[src/rtl/fifo_param.sv]
// Parametrised single-clock FIFO with occupancy count, almost-full/almost-empty thresholds and sticky error flags.
// Latency: registered read loads o_dout one cycle after an accepted deq; show-ahead presents the head word combinationally.
// Backpressure: enq is dropped when full unless a pop is accepted on the same edge; deq is ignored when empty.
module fifo_param #(
    parameter int WIDTH      = 8,
    parameter int DEPTH      = 16,
    parameter int SHOW_AHEAD = 0,
    parameter int AF_THRESH  = DEPTH - 2,
    parameter int AE_THRESH  = 1
) (
    input  logic                     i_clk,
    input  logic                     i_reset,
    input  logic                     i_enq,
    input  logic [WIDTH-1:0]         i_din,
    input  logic                     i_deq,
    input  logic                     i_clr_err,
    output logic [WIDTH-1:0]         o_dout,
    output logic                     o_full,
    output logic                     o_empty,
    output logic                     o_almost_full,
    output logic                     o_almost_empty,
    output logic [$clog2(DEPTH):0]   o_count,
    output logic                     o_overflow,
    output logic                     o_underflow
);

    localparam int AW = $clog2(DEPTH);
    localparam logic [AW:0]   L_DEPTH   = (AW+1)'(DEPTH);
    localparam logic [AW:0]   L_AF      = (AW+1)'(AF_THRESH);
    localparam logic [AW:0]   L_AE      = (AW+1)'(AE_THRESH);
    localparam logic [AW:0]   L_CNT_ONE = (AW+1)'(1);
    localparam logic [AW-1:0] L_PTR_ONE = AW'(1);

    logic [WIDTH-1:0] r_mem [DEPTH];
    logic [AW-1:0]    r_wr_ptr;
    logic [AW-1:0]    r_rd_ptr;
    logic [AW:0]      r_count;
    logic             r_overflow;
    logic             r_underflow;

    logic w_full;
    logic w_empty;
    logic w_deq_ok;
    logic w_enq_ok;
    logic w_ovf_evt;
    logic w_unf_evt;

    // Flags come straight off the count register, so they track the last accepted operation with no extra delay.
    assign w_full    = (r_count == L_DEPTH);
    assign w_empty   = (r_count == '0);

    // A pop frees a slot on the same edge, so a full FIFO can still take a push alongside an accepted pop.
    assign w_deq_ok  = i_deq & ~w_empty;
    assign w_enq_ok  = i_enq & (~w_full | w_deq_ok);
    assign w_ovf_evt = i_enq & w_full & ~w_deq_ok;
    assign w_unf_evt = i_deq & w_empty;

    assign o_full         = w_full;
    assign o_empty        = w_empty;
    assign o_almost_full  = (r_count >= L_AF);
    assign o_almost_empty = (r_count <= L_AE);
    assign o_count        = r_count;
    assign o_overflow     = r_overflow;
    assign o_underflow    = r_underflow;

    // Storage array is not reset; writes are suppressed during reset so stale contents are simply abandoned.
    always_ff @(posedge i_clk) begin
        if (!i_reset && w_enq_ok) begin
            r_mem[r_wr_ptr] <= i_din;
        end
    end

    // Pointer and occupancy bookkeeping; pointers wrap naturally at the power-of-two depth.
    always_ff @(posedge i_clk) begin
        if (i_reset) begin
            r_wr_ptr <= '0;
            r_rd_ptr <= '0;
            r_count  <= '0;
        end else begin
            if (w_enq_ok) begin
                r_wr_ptr <= r_wr_ptr + L_PTR_ONE;
            end
            if (w_deq_ok) begin
                r_rd_ptr <= r_rd_ptr + L_PTR_ONE;
            end
            case ({w_enq_ok, w_deq_ok})
                2'b10:   r_count <= r_count + L_CNT_ONE;
                2'b01:   r_count <= r_count - L_CNT_ONE;
                default: r_count <= r_count;
            endcase
        end
    end

    // Sticky error flags; a new error event on the same edge as clr_err takes priority over the clear.
    always_ff @(posedge i_clk) begin
        if (i_reset) begin
            r_overflow  <= 1'b0;
            r_underflow <= 1'b0;
        end else begin
            if (i_clr_err) begin
                r_overflow  <= 1'b0;
                r_underflow <= 1'b0;
            end
            if (w_ovf_evt) begin
                r_overflow <= 1'b1;
            end
            if (w_unf_evt) begin
                r_underflow <= 1'b1;
            end
        end
    end

    generate
        if (SHOW_AHEAD != 0) begin : g_show_ahead
            // Head entry is visible as soon as it is written; value is meaningless while empty.
            assign o_dout = r_mem[r_rd_ptr];
        end else begin : g_registered
            logic [WIDTH-1:0] r_dout;

            // Registered read: capture the outgoing head word on each accepted pop and hold it otherwise.
            always_ff @(posedge i_clk) begin
                if (i_reset) begin
                    r_dout <= '0;
                end else if (w_deq_ok) begin
                    r_dout <= r_mem[r_rd_ptr];
                end
            end

            assign o_dout = r_dout;
        end
    endgenerate

endmodule

[config.mk]
export PLATFORM = sky130hd
export DESIGN_NAME = fifo_param
export DESIGN_NICKNAME = d
export VERILOG_FILES = /design/src/rtl/fifo_param.sv
export SDC_FILE = /design/constraint.sdc
export NUM_CORES = 1
export LEC_CHECK = 0
export ABC_AREA = 1
export CORE_MARGIN = 2
export CORE_UTILIZATION = 60
export DETAILED_ROUTE_END_ITERATION = 8
export HOLD_SLACK_MARGIN = 0.03
export PLACE_DENSITY = 0.77
export SLEW_MARGIN = 5
export SYNTH_ARGS = -nofsm -noshare
export SYNTH_HDL_FRONTEND = slang
export SYNTH_SLANG_ARGS = --single-unit
[constraint.sdc]
create_clock -name i_clk -period 5.3 [get_ports i_clk]
set_input_delay 1.06 -clock i_clk [delete_from_list [all_inputs] [get_ports i_clk]]
set_output_delay 1.06 -clock i_clk [all_outputs]
set_load 0.01 [all_outputs]
==> results of run 1 <==
[state kept, by name (all words and copies together) (netlist names)]
signal / cells
r_mem: 128
o_overflow: 1
o_underflow: 1
o_dout: 8
o_count: 5
r_wr_ptr: 4
r_rd_ptr: 4
[kinds of logic (layout without fill, tap and decap cells)]
family,count (synthesis),after routing
compound gates,20,20
xor+xnor,7,7
fa+ha+maj,10,10
buf+inv,129,164
flops,151,151
simple gates,385,385
[where the power goes]
part           total, mW  switching (mW)  internal (mW)
sequential          1.41          0.0763           1.33
clock               1.18           0.452          0.730
combinational      0.691           0.437          0.254
total               3.28           0.966           2.32
[worst max-delay path, cell delays in order (launching register included)]
cell and delay, ns:
dfxtp_1 0.35, inv_1 0.20, ha_1 0.28, nand3_4 0.13
inv_1 0.10, clkdlybuf4s50_1 0.54
[per-layer routing]
layer	vias up	global-route usage	wire length, um
met2	227	0.414	7380
met1	2241	0.346	6290
met4	0	0.0733	202
met5	-	0	0
li1	2311	-	-
met3	27	0.0576	1180
[cell usage in the layout, fill, tap and decap left out, drive strengths merged]
cell type,Yosys,final
inv,97,96
o21ai,9,9
dfxtp,23,23
xor2,6,6
nand3,102,102
clkdlybuf4s50,0,31
nor3,8,8
nor4,1,1
clkbuf,7,22
clkinv,2,5
bufinv,0,2
nand4,1,1
o211ai,1,1
nand2,231,231
edfxtp,128,128
ha,10,10
xnor2,1,1
buf,23,2
nor2,42,42
a21oi,10,10
clkinvlp,0,6
[how the worst max path moves through the flow]
stage          depth (start not counted)           end  slack, ns        from
6_report                               5       o_empty       2.21  o_count[0]
3_5_place_dp                           7   r_mem[3][6]       1.80       i_deq
4_1_cts                                5       o_empty       2.22  o_count[0]
5_1_grt                                7   r_mem[7][1]       2.11       i_deq
2_1_floorplan                          6  r_mem[11][0]       2.88       i_deq
3_3_place_gp                           7   r_mem[7][3]       1.92       i_deq
[final cells by class]
type | count | area (um^2)
repair buffers | 33 | 325
clock inverters | 10 | 123
flip-flops and latches | 151 | 4310
fillers | 796 | 3190
clock buffers | 22 | 474
multi-input cells | 422 | 1960
well taps | 140 | 175
inverters | 99 | 374
[stage by stage]
step	util	instances	setup slack, ns
after floorplan	-	702	2.88
after global placement	0.653	845	1.92
after detailed placement	0.653	845	1.80
after CTS	0.708	877	2.22
after global routing	0.708	877	2.11
final	0.708	877	2.21
==> run summary, run 1 <==
At the worst endpoint, the arrival time is 2.03 ns. The flow ran to the end, and the final reports show no timing, DRC or antenna violations. Ranked by total cell area, the synthesized netlist is headed by edfxtp_1 56%, nand2_1 12%, nand3_1 7.3%, dfxtp_1 6.8%, inv_1 5.2%. The sum of overflow across all layers after global routing came out at 0. The routed length per placed instance came out at 17.2 um. The cell area that synthesis handed to floorplanning was 6810 um^2. The top-level port count is 32. After synthesis, the most frequently instantiated cells are 226 x nand2_1, 128 x edfxtp_1, 99 x nand3_1. The count of final hold-check violations was 0. The share of cell area taken by muxes after synthesis came out at 0. TritonCTS built the clock tree. The ratio of final minimum period to clock period is 0.582. Setup violations remaining at the end of the flow were counted as 0.

The total number of yosys warnings came out at 0. STA classifies the critical path endpoint as an output port. The area share of the largest cell type after synthesis is 0.565. Power comes to 3.28 mW. The number of slew-limit violations in the final report is 0. The post-route setup TNS came out at 0 ns. The post-route minimum period came out at 3.09 ns. The number of enable-type register cells in the synthesized netlist came out at approximately 130.

The placeable core area came out at 10,900 um^2. After synthesis, the largest family of logic cells by area is simple AND/OR/NAND/NOR gates. After detailed routing, the number of remaining DRC violations is 0. The final-stage net count is 747. The first-pass GRT wire length is 23,500 um. The total iterations of the first detailed-routing run is 6.

For this design the ratio of total power to cell area is 424 nW/um^2. In the global route stage, overall resource usage came out at 0.254. The worst-path maximum fanout is 7.

The headroom to the max-slew limit came out at 0.195. The post-detailed-route count of antenna-violating nets is 0. The depth of the most critical reg-to-reg path is 9. Timing would allow up to around 320 MHz. The post-synthesis sequential area ratio came out at 0.632. After clock tree synthesis, the clock-pin slew on the worst setup and hold paths is 0.06 ns.

The share of synthesized cell area in and, or, nand and nor gates came out at 0.246. The worst setup path is launched from a flip-flop. Entering global routing, the biggest net connects 68 pins. The total cell area at the placement stage is 7140 um^2.

The HPWL after detailed placement came out at 9490 um. The number of gates resized after CTS came out at 0. The count of max-cap constraint violations came out at 0.

Clock tree synthesis inserted a total of 17 buffers. The worst hold path belongs to the class flip-flop to flip-flop. The clock latency on the worst-skew pair came out at around 0.42 ns. Of the total synthesized cell area, the portion taken by full adders, half adders and majority gates is 0.0184. The number of violations reported at the end of detailed-routing iteration 0 came out at 612. The site row count is 38. The via density per instance came out at 5.48.

Summed over all cells, the static leakage comes to 3.23 nW. The endpoint identified for the worst register-to-register timing path is r_mem[13][1]. The initial standard-cell utilization of the core came out at 0.622.

For this block, the via count after detailed routing is around 4,800. At the end of routability-driven placement, the weighted congestion stood at 0.908. For hold timing, the worst endpoint is o_underflow. The floorplan step set the die height to 111 um. The post-synthesis cell type count came out at 28.

The die extent in x came out at 111 um. The area added between synthesis and finish came out at 13.8%. In the final layout, the share of cells above drive strength 1 is 0.0638. In this run the most critical hold path is launched from o_underflow. The clock sink count came out at 151. The clock arrives with 0.00855 ns of skew. The final design area excluding fillers came out at 7740 um^2. The share of synthesized registers carrying an async set or reset came out at 0. The number of standard cells after synthesis is 702. Data on the critical path is required at its endpoint by 4.24 ns. The buffer depth of the longest clock path came out at 2.

The initial antenna violation count came out at 0. The worst voltage drop across the vdd grid came out at 0.351 mV. The post-route worst hold slack is 0.470 ns. The worst setup slack for register-to-register paths is 2.61 ns. The number of global-route vias before repair was 4,508. The cts-stage hold buffer count is 0. The cell sitting at the root of the clock tree is a clkbuf_16. Synthesis produced a netlist with a net count of ~730. The number of cells traversed by the worst hold path is 2. The synthesized design contains ~150 register bits. The total wire length is 15,100 um. In this run the critical register-to-register path is launched from o_count[1]. The clock tree synthesis step divided the H-tree into 4 levels. Setup repair after global routing left no endpoint under its margin. Each instance of the synthesized netlist takes up on average 9.69 um^2. The most used flip-flop cell after synthesis is edfxtp_1. edfxtp_1 takes more of the synthesized area than any other cell. The critical path in this run is classified as flip-flop to output port. The xor and xnor fraction of the mapped netlist area came out at 0.00901. 0 antenna diodes ended up in the layout. The die covers 12,200 um^2. The compound-gate portion of the synthesized area is 0.0151. In this run the tool buffered the top-level ports with 31 buffer cells.

For the pin with the worst max-slew slack, the measured transition is 1.21 ns. The number of setup buffers added after CTS is 0. The leading cell type by number of instances after synthesis is nand2_1.
Power figures use the tool's default switching activity.
==> inputs of run 2 (changes only) <==
Settings changed: CORE_UTILIZATION 60 to 54, PLACE_DENSITY 0.77 to 0.73.
Clock period 5.3 ns to 2.82 ns, I/O delays scaled along.
==> run 2 against run 1 <==
- combinational power rose by 100%
- wire length rose by 5.9%
- largest cell class unchanged
- critical path depth did not move
- non-clock buffer count rose by 28
- setup slack got worse by 1.9 ns
- first-iteration DRC count rose by 6.2%
- via count rose by 3.5%
- critical path type unchanged
- sequential share of layout area fell by 1.7 points
- cell area rose by 3.1%
- clock power rose by 91%
==> run summary, run 2 (synthesis results as in run 1) <==
The run finished with clean final reports. The detailed router finished its first iteration with 650 violations. The clock sink count is between 150 and 200. The library cells used most frequently in the layout, excluding fill and tap cells, are 226 x nand2_1, 128 x edfxtp_1, 99 x nand3_1. TritonCTS built the clock tree. The total iterations of the first detailed-routing run came out at 6. The number of slew-limit violations in the final report came out at 0.

The count of final hold-check violations came to 0. Traced cell by cell, the critical path runs through inv_1, ha_1, nand3_4, inv_1, clkdlybuf4s50_1. The fraction of power consumed by the clock network came out at 0.362.

The first-pass GRT wire length came out at 24,600 um. The pin count of the biggest net entering global routing came out at 67. Between clock sinks in the finished design, the worst skew comes to 0.0139 ns. The relative contribution of sequential cells to total power is 0.414. The post-detailed-route count of antenna-violating nets came out at 0. The area of the die came out at 13,500 um^2.

The routed length per placed instance came out at 17.0 um. The worst-path maximum fanout is 7. Data on the critical path is required at its endpoint by 2.26 ns.

The via density per instance came out at 5.31. The number of CTS-inserted buffers is 17. After clock tree synthesis, the repair step resized 0 gates. The number of global-route vias before repair came to 4,783. The buffer depth of the longest clock path came out at 2. STA classifies the critical path startpoint as a flip-flop. For this design the static power due to leakage is 3.38 nW.

The reported net switching power is 1.84 mW. By startpoint and endpoint, the worst setup path is classified as flip-flop to output port. At the pin with the least slew margin, the transition time is 1.07 ns. The number of hold buffers added after CTS was 0. The ratio of final minimum period to clock period came out at 0.902. The slowest stage of the critical path belongs to the cell clkdlybuf4s50_1.

The count of max-cap constraint violations came out at 0. In this design, the critical path's most frequently occurring cell is inv_1. The path category of the worst min-delay check is flip-flop to flip-flop. The later pin in the worst-skew pair is clocked with a latency of 0.43 ns. The detailed router placed 4,974 vias in this run. The timing-limited maximum frequency is 393 MHz.

The initial standard-cell utilization of the core is 0.546. The floorplan step set the die width to 116 um. The internal portion of total power came out at 4.38 mW. At the end of routability-driven placement, the weighted congestion stood at 0.852. The sum of overflow across all layers after global routing came out at 0. The register with the most flip-flops in the layout has 128 of them. From synthesis to final layout, the design area changed by 17.3%. The H-tree was split into 4 levels. For the final routed database, the setup TNS stands at 0 ns. For this design the top-level I/O count stands at 32. The post-detailed-route DRC marker count came out at 0. The register with the highest flop count is r_mem. The library cell used most frequently in the layout, excluding fill and tap cells, is nand2_1. The count of port buffers added during placement is 31. The worst endpoint data arrival time came out at roughly 2 ns. The number of cells traversed by the worst hold path came out at 2. The number of setup buffers added after CTS is 0. The clock slew seen by the registers of the worst setup and hold paths is 0.06 ns.

The chip height came out at 116 um. The placeable core area came out at 12,500 um^2. The initial antenna violation count came to 0. The combinational cell fraction of total power came out at 0.225. In the final layout, the share of cells above drive strength 1 is 0.0954. The number of fill cells is 969.

In the global route stage, overall resource usage came out at 0.251. The post-route minimum period came out at between 2 and 3 ns. The headroom to the max-slew limit came out at 0.284. The design draws 6.22 mW. The worst setup path is captured at an output port. The switching share of power is 0.296. The total wire length came out at roughly 16,000 um. On the worst path, the slowest cell contributes a delay of ~0.53 ns. The worst register-to-register path has a depth of 9. The net count of the finished layout is roughly 780. Setup repair after global routing left no endpoint under its margin. The site row count is 41.

The HPWL after detailed placement came out at 10,200 um. The final antenna diode count came out at 0. The worst voltage drop across the vdd grid is between 0.4 and 0.5 mV.

The setup-violating endpoint count in the final report is 0. The ratio of total power to cell area is 780 nW/um^2. The cell sitting at the root of the clock tree is a clkbuf_16.
[run 2: critical path, delay by kind of cell, from the launching register on]
family	cells	cell delay, ns
buffers and inverters	3	0.82
DFF	1	0.35
adders and majority gates	1	0.26
and+or+nand+nor	1	0.13
[run 2: cell type report]
class	count	area [um^2]	share of cell area
clock buffer	19	433	0.0542
clock inverter	13	155	0.0194
inverter	99	374	0.0469
multi-input combinational	422	1960	0.246
sequential	151	4310	0.539
tap	172	215	0.0270
timing repair buffer	61	536	0.0671
[run 2: path summary, 6_finish.rpt]
check / start / to / slack [ns]
max: o_count[0] / o_empty / 0.28
min: o_underflow / o_underflow / 0.47
max reg2reg: o_count[1] / r_mem[8][5] / 0.51
min reg2reg: o_underflow / o_underflow / 0.47
[run 2: metal layers]
| metal | track usage | share of wire | vias up |
|---|---|---|---|
| li1 | - | - | 2364 |
| met1 | 0.323 | 0.40 | 2299 |
| met2 | 0.417 | 0.48 | 272 |
| met3 | 0.0509 | 0.087 | 39 |
| met4 | 0.106 | 0.030 | 0 |
| met5 | 0 | 0 | - |
[run 2: power by group through the flow]
stage	Sequential [mW]	Clock (mW)	Combinational, mW
after floorplan	2.63	0	0.919
after global placement	2.61	0	1.34
after detailed placement	2.62	0	1.37
after CTS	2.57	2.26	1.39
after global routing	2.58	2.36	1.55
final	2.57	2.25	1.40
[run 2: metrics by stage]
step	std cells	setup slack, ns	utilization	hold WS (ns)	cell area, um^2
after CTS	937	0.268	0.640	0.479	7980
after floorplan	702	0.534	-	0.482	6810
after detailed placement	905	0.409	0.593	0.469	7390
after global routing	937	0.182	0.640	0.521	7980
final	937	0.277	0.640	0.471	7980
after global placement	905	0.529	0.593	0.452	7390
